<file path="src/rtl/board_io_frontend_if.sv">
// rtl/board_io_frontend_if.sv - signal bundle between board pins, design core and board_io_frontend
// Purpose: carries raw board inputs, the core output bus and the conditioned outputs as one port.
// Signals:
//   btn_raw      [N_BUTTONS]  raw asynchronous button levels (board -> frontend)
//   sw_raw       [N_SWITCHES] raw asynchronous switch levels (board -> frontend)
//   core_outputs [OUT_WIDTH]  design core output bus (core -> frontend)
//   core_reset                stretched active-high core reset (frontend -> core)
//   btn_level    [N_BUTTONS]  debounced button levels (frontend -> core)
//   btn_pulse    [N_BUTTONS]  one-cycle press pulses (frontend -> core)
//   sw_level     [N_SWITCHES] debounced switch levels (frontend -> core)
//   led          [N_LEDS]     registered LED drive (frontend -> board)
// Modports: master = board/core side, slave = board_io_frontend.
interface board_io_frontend_if #(
   parameter int N_BUTTONS  = 4,
   parameter int N_SWITCHES = 4,
   parameter int OUT_WIDTH  = 10,
   parameter int N_LEDS     = 8
);
   logic [N_BUTTONS-1:0]  btn_raw;
   logic [N_SWITCHES-1:0] sw_raw;
   logic [OUT_WIDTH-1:0]  core_outputs;
   logic                  core_reset;
   logic [N_BUTTONS-1:0]  btn_level;
   logic [N_BUTTONS-1:0]  btn_pulse;
   logic [N_SWITCHES-1:0] sw_level;
   logic [N_LEDS-1:0]     led;

   modport master (
      output btn_raw, sw_raw, core_outputs,
      input  core_reset, btn_level, btn_pulse, sw_level, led
   );

   modport slave (
      input  btn_raw, sw_raw, core_outputs,
      output core_reset, btn_level, btn_pulse, sw_level, led
   );
endinterface

</file>
<file path="src/rtl/board_io_frontend.sv">
// rtl/board_io_frontend.sv - synchroniser, debouncer, press pulser, core reset stretcher and LED register
// Purpose: reusable front end between raw board buttons/switches/LEDs and a design core.
// Ports:
//   clock  board clock, all logic on its rising edge
//   reset  synchronous active-high reset
//   io     board_io_frontend_if.slave (btn_raw, sw_raw, core_outputs in;
//          core_reset, btn_level, btn_pulse, sw_level, led out)
// Optional feature: BOARD_IO_FRONTEND_AUTOREPEAT_EN adds per-button auto-repeat pulses
//   (REPEAT_DELAY after the press pulse, then every REPEAT_PERIOD while held).
module board_io_frontend #(
   parameter int N_BUTTONS       = 4,
   parameter int N_SWITCHES      = 4,
   parameter int OUT_WIDTH       = 10,
   parameter int N_LEDS          = 8,
   parameter int DEBOUNCE_CYCLES = 500000,
   parameter int RESET_HOLD      = 16,
   parameter int REPEAT_DELAY    = 25000000,
   parameter int REPEAT_PERIOD   = 5000000
) (
   input  logic               clock,
   input  logic               reset,
   board_io_frontend_if.slave io
);
   // Buttons occupy the low channels, switches the high channels; both debounce identically.
   localparam int N_CH = N_BUTTONS + N_SWITCHES;
   localparam int CNT_W = $clog2(DEBOUNCE_CYCLES);
   localparam logic [CNT_W-1:0] DB_LAST = CNT_W'(DEBOUNCE_CYCLES - 1);
   localparam int HOLD_W = $clog2(RESET_HOLD + 1);
   localparam logic [HOLD_W-1:0] HOLD_LAST = HOLD_W'(RESET_HOLD - 1);

   logic [N_CH-1:0]      raw_all;
   logic [N_CH-1:0]      sync1_q, sync1_d;
   logic [N_CH-1:0]      sync2_q, sync2_d;
   logic [N_CH-1:0]      level_q, level_d;
   logic [CNT_W-1:0]     db_cnt_q [N_CH];
   logic [CNT_W-1:0]     db_cnt_d [N_CH];
   logic [N_BUTTONS-1:0] press;
   logic [N_BUTTONS-1:0] pulse_q, pulse_d;
   logic                 core_reset_q, core_reset_d;
   logic [HOLD_W-1:0]    hold_cnt_q, hold_cnt_d;
   logic [N_LEDS-1:0]    led_q, led_d;
   logic [OUT_WIDTH-1:0] core_bus;
   logic                 unused_core_bits;

   assign raw_all  = {io.sw_raw, io.btn_raw};
   assign core_bus = io.core_outputs;
   // Core bits above the LED count are intentionally dropped.
   assign unused_core_bits = ^core_bus;

   // Debounce: only the second synchroniser flop is examined. A channel commits
   // after DEBOUNCE_CYCLES consecutive samples that disagree with its level.
   always_comb begin
      sync1_d = raw_all;
      sync2_d = sync1_q;
      level_d = level_q;
      for (int i = 0; i < N_CH; i++) begin
         db_cnt_d[i] = '0;
         if (sync2_q[i] != level_q[i]) begin
            if (db_cnt_q[i] == DB_LAST) begin
               level_d[i] = sync2_q[i];
            end else begin
               db_cnt_d[i] = db_cnt_q[i] + 1'b1;
            end
         end
      end
   end

   // A press is a 0->1 commit, visible on the same edge that updates the level.
   assign press = level_d[N_BUTTONS-1:0] & ~level_q[N_BUTTONS-1:0];

`ifdef BOARD_IO_FRONTEND_AUTOREPEAT_EN
   localparam int RPT_MAX = (REPEAT_DELAY > REPEAT_PERIOD) ? REPEAT_DELAY : REPEAT_PERIOD;
   localparam int RPT_W = $clog2(RPT_MAX + 1);
   localparam logic [RPT_W-1:0] DLY_LAST = RPT_W'(REPEAT_DELAY - 1);
   localparam logic [RPT_W-1:0] PER_LAST = RPT_W'(REPEAT_PERIOD - 1);

   logic [RPT_W-1:0]     rpt_cnt_q [N_BUTTONS];
   logic [RPT_W-1:0]     rpt_cnt_d [N_BUTTONS];
   logic [N_BUTTONS-1:0] rpt_first_q, rpt_first_d;
   logic [N_BUTTONS-1:0] rpt_fire;

   // rpt_cnt counts cycles since the last pulse; rpt_first selects the initial
   // delay versus the steady repeat period. A release edge never fires.
   always_comb begin
      rpt_first_d = rpt_first_q;
      rpt_fire    = '0;
      for (int i = 0; i < N_BUTTONS; i++) begin
         rpt_cnt_d[i] = '0;
         if (press[i]) begin
            rpt_first_d[i] = 1'b1;
         end else if (level_d[i] && level_q[i]) begin
            if (rpt_cnt_q[i] == (rpt_first_q[i] ? DLY_LAST : PER_LAST)) begin
               rpt_fire[i]    = 1'b1;
               rpt_first_d[i] = 1'b0;
            end else begin
               rpt_cnt_d[i] = rpt_cnt_q[i] + 1'b1;
            end
         end
      end
   end

   always_ff @(posedge clock) begin
      if (reset) begin
         rpt_first_q <= '0;
         for (int i = 0; i < N_BUTTONS; i++) rpt_cnt_q[i] <= '0;
      end else begin
         rpt_first_q <= rpt_first_d;
         for (int i = 0; i < N_BUTTONS; i++) rpt_cnt_q[i] <= rpt_cnt_d[i];
      end
   end

   always_comb begin
      pulse_d = press | rpt_fire;
   end
`else
   localparam int UNUSED_RPT = REPEAT_DELAY + REPEAT_PERIOD;

   always_comb begin
      pulse_d = press;
   end
`endif

   // Core reset stays high for RESET_HOLD cycles after reset falls; reset restarts it.
   always_comb begin
      core_reset_d = core_reset_q;
      hold_cnt_d   = hold_cnt_q;
      if (core_reset_q) begin
         if (hold_cnt_q == HOLD_LAST) begin
            core_reset_d = 1'b0;
         end else begin
            hold_cnt_d = hold_cnt_q + 1'b1;
         end
      end
   end

   // LEDs stay dark while the core is held in reset.
   always_comb begin
      led_d = core_reset_q ? '0 : core_bus[N_LEDS-1:0];
   end

   always_ff @(posedge clock) begin
      if (reset) begin
         sync1_q      <= '0;
         sync2_q      <= '0;
         level_q      <= '0;
         pulse_q      <= '0;
         core_reset_q <= 1'b1;
         hold_cnt_q   <= '0;
         led_q        <= '0;
         for (int i = 0; i < N_CH; i++) db_cnt_q[i] <= '0;
      end else begin
         sync1_q      <= sync1_d;
         sync2_q      <= sync2_d;
         level_q      <= level_d;
         pulse_q      <= pulse_d;
         core_reset_q <= core_reset_d;
         hold_cnt_q   <= hold_cnt_d;
         led_q        <= led_d;
         for (int i = 0; i < N_CH; i++) db_cnt_q[i] <= db_cnt_d[i];
      end
   end

   assign io.btn_level  = level_q[N_BUTTONS-1:0];
   assign io.sw_level   = level_q[N_CH-1:N_BUTTONS];
   assign io.btn_pulse  = pulse_q;
   assign io.core_reset = core_reset_q;
   assign io.led        = led_q;
endmodule

</file>
<file path="src/flat_wrapper.sv">
// flat-port wrapper written by rule: the top's interface ports become plain ports
module board_io_frontend_flat 
#(
   parameter int N_BUTTONS       = 4,
   parameter int N_SWITCHES      = 4,
   parameter int OUT_WIDTH       = 10,
   parameter int N_LEDS          = 8,
   parameter int DEBOUNCE_CYCLES = 500000,
   parameter int RESET_HOLD      = 16,
   parameter int REPEAT_DELAY    = 25000000,
   parameter int REPEAT_PERIOD   = 5000000
)
  (clock, reset, io_btn_raw, io_sw_raw, io_core_outputs, io_core_reset, io_btn_level, io_btn_pulse, io_sw_level, io_led);
  board_io_frontend_if #(.N_BUTTONS(N_BUTTONS), .N_SWITCHES(N_SWITCHES), .OUT_WIDTH(OUT_WIDTH), .N_LEDS(N_LEDS)) io_i ();
  input  logic clock;
  input  logic reset;
  input wire logic [$bits(io_i.btn_raw)-1:0] io_btn_raw;
  input wire logic [$bits(io_i.sw_raw)-1:0] io_sw_raw;
  input wire logic [$bits(io_i.core_outputs)-1:0] io_core_outputs;
  output wire logic [$bits(io_i.core_reset)-1:0] io_core_reset;
  output wire logic [$bits(io_i.btn_level)-1:0] io_btn_level;
  output wire logic [$bits(io_i.btn_pulse)-1:0] io_btn_pulse;
  output wire logic [$bits(io_i.sw_level)-1:0] io_sw_level;
  output wire logic [$bits(io_i.led)-1:0] io_led;
  assign io_i.btn_raw = io_btn_raw;
  assign io_i.sw_raw = io_sw_raw;
  assign io_i.core_outputs = io_core_outputs;
  assign io_core_reset = io_i.core_reset;
  assign io_btn_level = io_i.btn_level;
  assign io_btn_pulse = io_i.btn_pulse;
  assign io_sw_level = io_i.sw_level;
  assign io_led = io_i.led;
  board_io_frontend #(.N_BUTTONS(N_BUTTONS), .N_SWITCHES(N_SWITCHES), .OUT_WIDTH(OUT_WIDTH), .N_LEDS(N_LEDS), .DEBOUNCE_CYCLES(DEBOUNCE_CYCLES), .RESET_HOLD(RESET_HOLD), .REPEAT_DELAY(REPEAT_DELAY), .REPEAT_PERIOD(REPEAT_PERIOD)) u_core (.clock(clock), .reset(reset), .io(io_i));
endmodule
</file>
<file path="config.mk">
export PLATFORM = sky130hd
export DESIGN_NAME = board_io_frontend_flat
export DESIGN_NICKNAME = d
export VERILOG_FILES = /design/src/rtl/board_io_frontend_if.sv /design/src/rtl/board_io_frontend.sv /design/src/flat_wrapper.sv
export SDC_FILE = /design/constraint.sdc
export NUM_CORES = 1
export LEC_CHECK = 0
export ABC_AREA = 0
export ABC_CLOCK_PERIOD_IN_PS = 1900
export CAP_MARGIN = 20
export CORE_AREA = 2 2 128 130
export CTS_CLUSTER_DIAMETER = 40
export DETAILED_ROUTE_END_ITERATION = 16
export DIE_AREA = 0 0 130 132
export PLACE_DENSITY = 0.85
export SLEW_MARGIN = 5
export SYNTH_ARGS = -nofsm -noshare
export SYNTH_HDL_FRONTEND = slang
export SYNTH_SLANG_ARGS = --single-unit
</file>
<file path="constraint.sdc">
create_clock -name clock -period 1.9 [get_ports clock]
set_input_delay 0.285 -clock clock [delete_from_list [all_inputs] [get_ports clock]]
set_output_delay 0.285 -clock clock [all_outputs]
set_load 0.02 [all_outputs]
</file>
==> summary.txt <==
Yosys
  – EDFF count, synth: 0
  – Post-synth top cells: 194 x dfxtp_1, 136 x nor2_1, 62 x nand3_1, 55 x nand2_1, 55 x xor2_1
  – Most used DFF post-synth: dfxtp_1
  – Top-area cell type share of the netlist area: 0.467
  – Ranking of synthesized cells by area: dfxtp_1 47%, nor2_1 6.1%, xor2_1 5.8%
  – Synthesized area: 8320 um2
  – Post-Syn Instances: 940
  – #FFs+latches synth: 194
  – Sequential share of the synthesized area: 0.467
  – Syn_nets: 970
  – Syn avg cell area: 8.85 um2
  – Top-count cell post-synth: dfxtp_1
  – Async S/R FF share, synth: 0
  – Synthesis Warnings: 0
  – Number of distinct library cells after synthesis: 48
  – Largest area contributor in the netlist: dfxtp_1

Route
  – Final WL: 16,400 um
  – Vias per cell: 5.42
  – WL/cell: 12.9 um
  – Antenna Nets Post-Route: 0
  – DR vias: 6,911
  – Post-route DRC: 0
  – DR iter-0 viols: 439
  – DRT Pass-1 Iters: 5

Clocking
  – H-tree Lvls: 4
  – Clock Path Buffers: 2
  – CTS buffer count: 17
  – Clk_lat worst skew: 0.43 ns
  – CTS tree: built
  – CTS root buffer: clkbuf_16
  – Post-cts repair resize count: 3
  – # hold bufs at CTS: 0
  – Clock net sink count: 194
  – Worst-path clk slew: 0.07 ns
  – Post-CTS setup buffer count: 0

Setup path
  – Worst R2R Start: u_core.db_cnt_q[0][33]
  – Critical R2R Capture: u_core.db_cnt_q[0][37]
  – R2R Setup Slk: -0.03 ns
  – Crit start category: register
  – Req. time, crit path: 2.21 ns
  – Critical Path Fanout Max: 19
  – WS Path Type: register to register
  – CP endpoint kind: register
  – Worst Reg-to-Reg Cells: 5
  – Crit path DAT: 2.24 ns

STA
  – Final-report setup violation count: 23
  – Unrepaired setup endpoints after global routing: yes
  – Worst-margin pin slew: 0.492 ns
  – Slew headroom: 0.668
  – Final Hold Viols: 0
  – Fmax: 0.517 GHz
  – Post-route minimum period: 1.93 ns
  – Hold Slack: 0.305 ns
  – Worst setup margin: -0.0336 ns
  – Max-slew violation count: 0
  – Period utilization: 1.02
  – Clock skew: 0.00658 ns
  – TNS Setup: -0.411 ns

Final layout
  – Synth-to-Final Area Change: 20.8%
  – Layout fillers: 1,293
  – N_diodes: 0
  – Layout cell share with drive strength beyond 1: 0.133
  – # nets final: 1,075
  – Final Cell Area: 10,100 um2

Global routing
  – Initial antenna violation count: 0
  – GR Util All Layers: 0.201
  – Global-route wire length before repair: 28,800 um
  – Pin count of the biggest net entering global routing: 20
  – Grt total ovfl: 0
  – Vias in the first global route: 6,538

Place
  – HPWL after DPL: 11,700 um
  – Port-buffer cells: 38
  – DP Area: 9440 um2
  – Dpl ws: -0.0491 ns
  – GP Congestion: 0.883

Floorplanning
  – Area of the die: 17,200 um2
  – Core box area: 15,700 um2
  – Site Rows: 46
  – Vert. Die Dim: 132 um
  – Die Width: 130 um
  – Initial Util: 0.530
  – Top Ports: 41

Worst hold path
  – Min-Delay Endpoint: u_core.sync2_q[3]
  – HP Class: input port to register
  – HP Start: reset
  – Hold Path Stages: 2

Power
  – Post-layout power: 7.70 mW
  – Maximum VDD drop: 624 uV
  – Pwr Density: 766 nW/um2
  – Pleak: 3.20 nW

Run
  – MaxCap Viol Count: 0

Run status
  – Run status: finished with violations
  – Violated checks: negative setup slack
[critical path, cell delays in order, from the launching register on]
cell and delay (ns):
dfxtp_2 0.32, or4b_4 0.53, or4_4 0.56, o21ai_4 0.18
buf_12 0.17, a21oi_1 0.05
[how the worst max path moves through the flow]
| stage | end | start | slack [ns] |
|---|---|---|---|
| after CTS | u_core.db_cnt_q[0][37] | u_core.db_cnt_q[0][33] | -0.03 |
| final | u_core.db_cnt_q[0][37] | u_core.db_cnt_q[0][33] | -0.03 |
| after floorplan | u_core.db_cnt_q[0][28] | u_core.db_cnt_q[0][33] | -0.04 |
| after global placement | u_core.db_cnt_q[0][18] | u_core.db_cnt_q[0][10] | 0.008 |
| after detailed placement | u_core.db_cnt_q[0][17] | u_core.db_cnt_q[0][13] | -0.05 |
| after global routing | u_core.db_cnt_q[0][37] | u_core.db_cnt_q[0][33] | -0.09 |
[sequential cells by signal (all words and copies together), names as in the netlist]
register              count
u_core.io.btn_pulse       4
u_core.sync2_q            8
u_core.sync1_q            8
u_core.hold_cnt_q         5
u_core.db_cnt_q         152
u_core.level_q            8
u_core.io.core_reset      1
u_core.io.led             8
[per-stage QoR]
stage	utilization	instances
6_report	0.640	1274
3_3_place_gp	0.601	1242
2_1_floorplan	-	940
4_1_cts	0.638	1274
5_1_grt	0.640	1274
3_5_place_dp	0.601	1242
[cell usage in the layout, fill, tap and decap left out, types with 5 or more instances in the layout]
cell               n
xnor2_1           53
nand2_1           55
clkdlybuf4s50_1   37
inv_1             22
and4_1            15
o21ai_0           27
dfxtp_1          186
nor3_1            11
nor4b_1            6
nand4_1           38
ha_1              10
dfxtp_2            8
a21oi_1           45
nand3_1           62
or3_1             30
clkinv_4           5
or2_2              6
nor2_1           136
nor4_1            29
xor2_1            55
o31ai_1           19
nor2b_1           17
clkbuf_16         17
and3_1             9
buf_4             74
and2_1            13
or4_1             21
inv_6              5
[area by class of cell]
class	count	area (um2)	area share
Clock inverter	15	151	0.0151
Timing Repair Buffer	114	971	0.0966
Tap cell	216	270	0.0269
Multi-Input combinational cell	696	4260	0.424
Clock buffer	17	425	0.0423
Sequential cell	194	3890	0.387
Inverter	22	82.6	0.00821
[cells by family after synthesis]
kind of cell    share of synthesized area
buf+inv                            0.0250
mux                               0.00120
compound gates                     0.0729
xor+xnor                            0.114
simple gates                        0.305
fa+ha+maj                          0.0150
flops                               0.467
[where the power goes]
| part | internal (mW) | switching, mW |
|---|---|---|
| Sequential | 4.09 | 0.0171 |
| Clock | 1.85 | 1.61 |
| Combinational | 0.0717 | 0.0641 |
| Total | 6.01 | 1.69 |
[per-layer routing]
metal / wire (um) / global-route usage / up-vias
met2: 8030 / 0.338 / 129
met5: 0 / 0 / -
met1: 7680 / 0.260 / 3227
li1: - / - / 3537
met3: 482 / 0.0345 / 18
met4: 203 / 0.0639 / 0
Note: power is estimated with default switching activity, not from simulation.
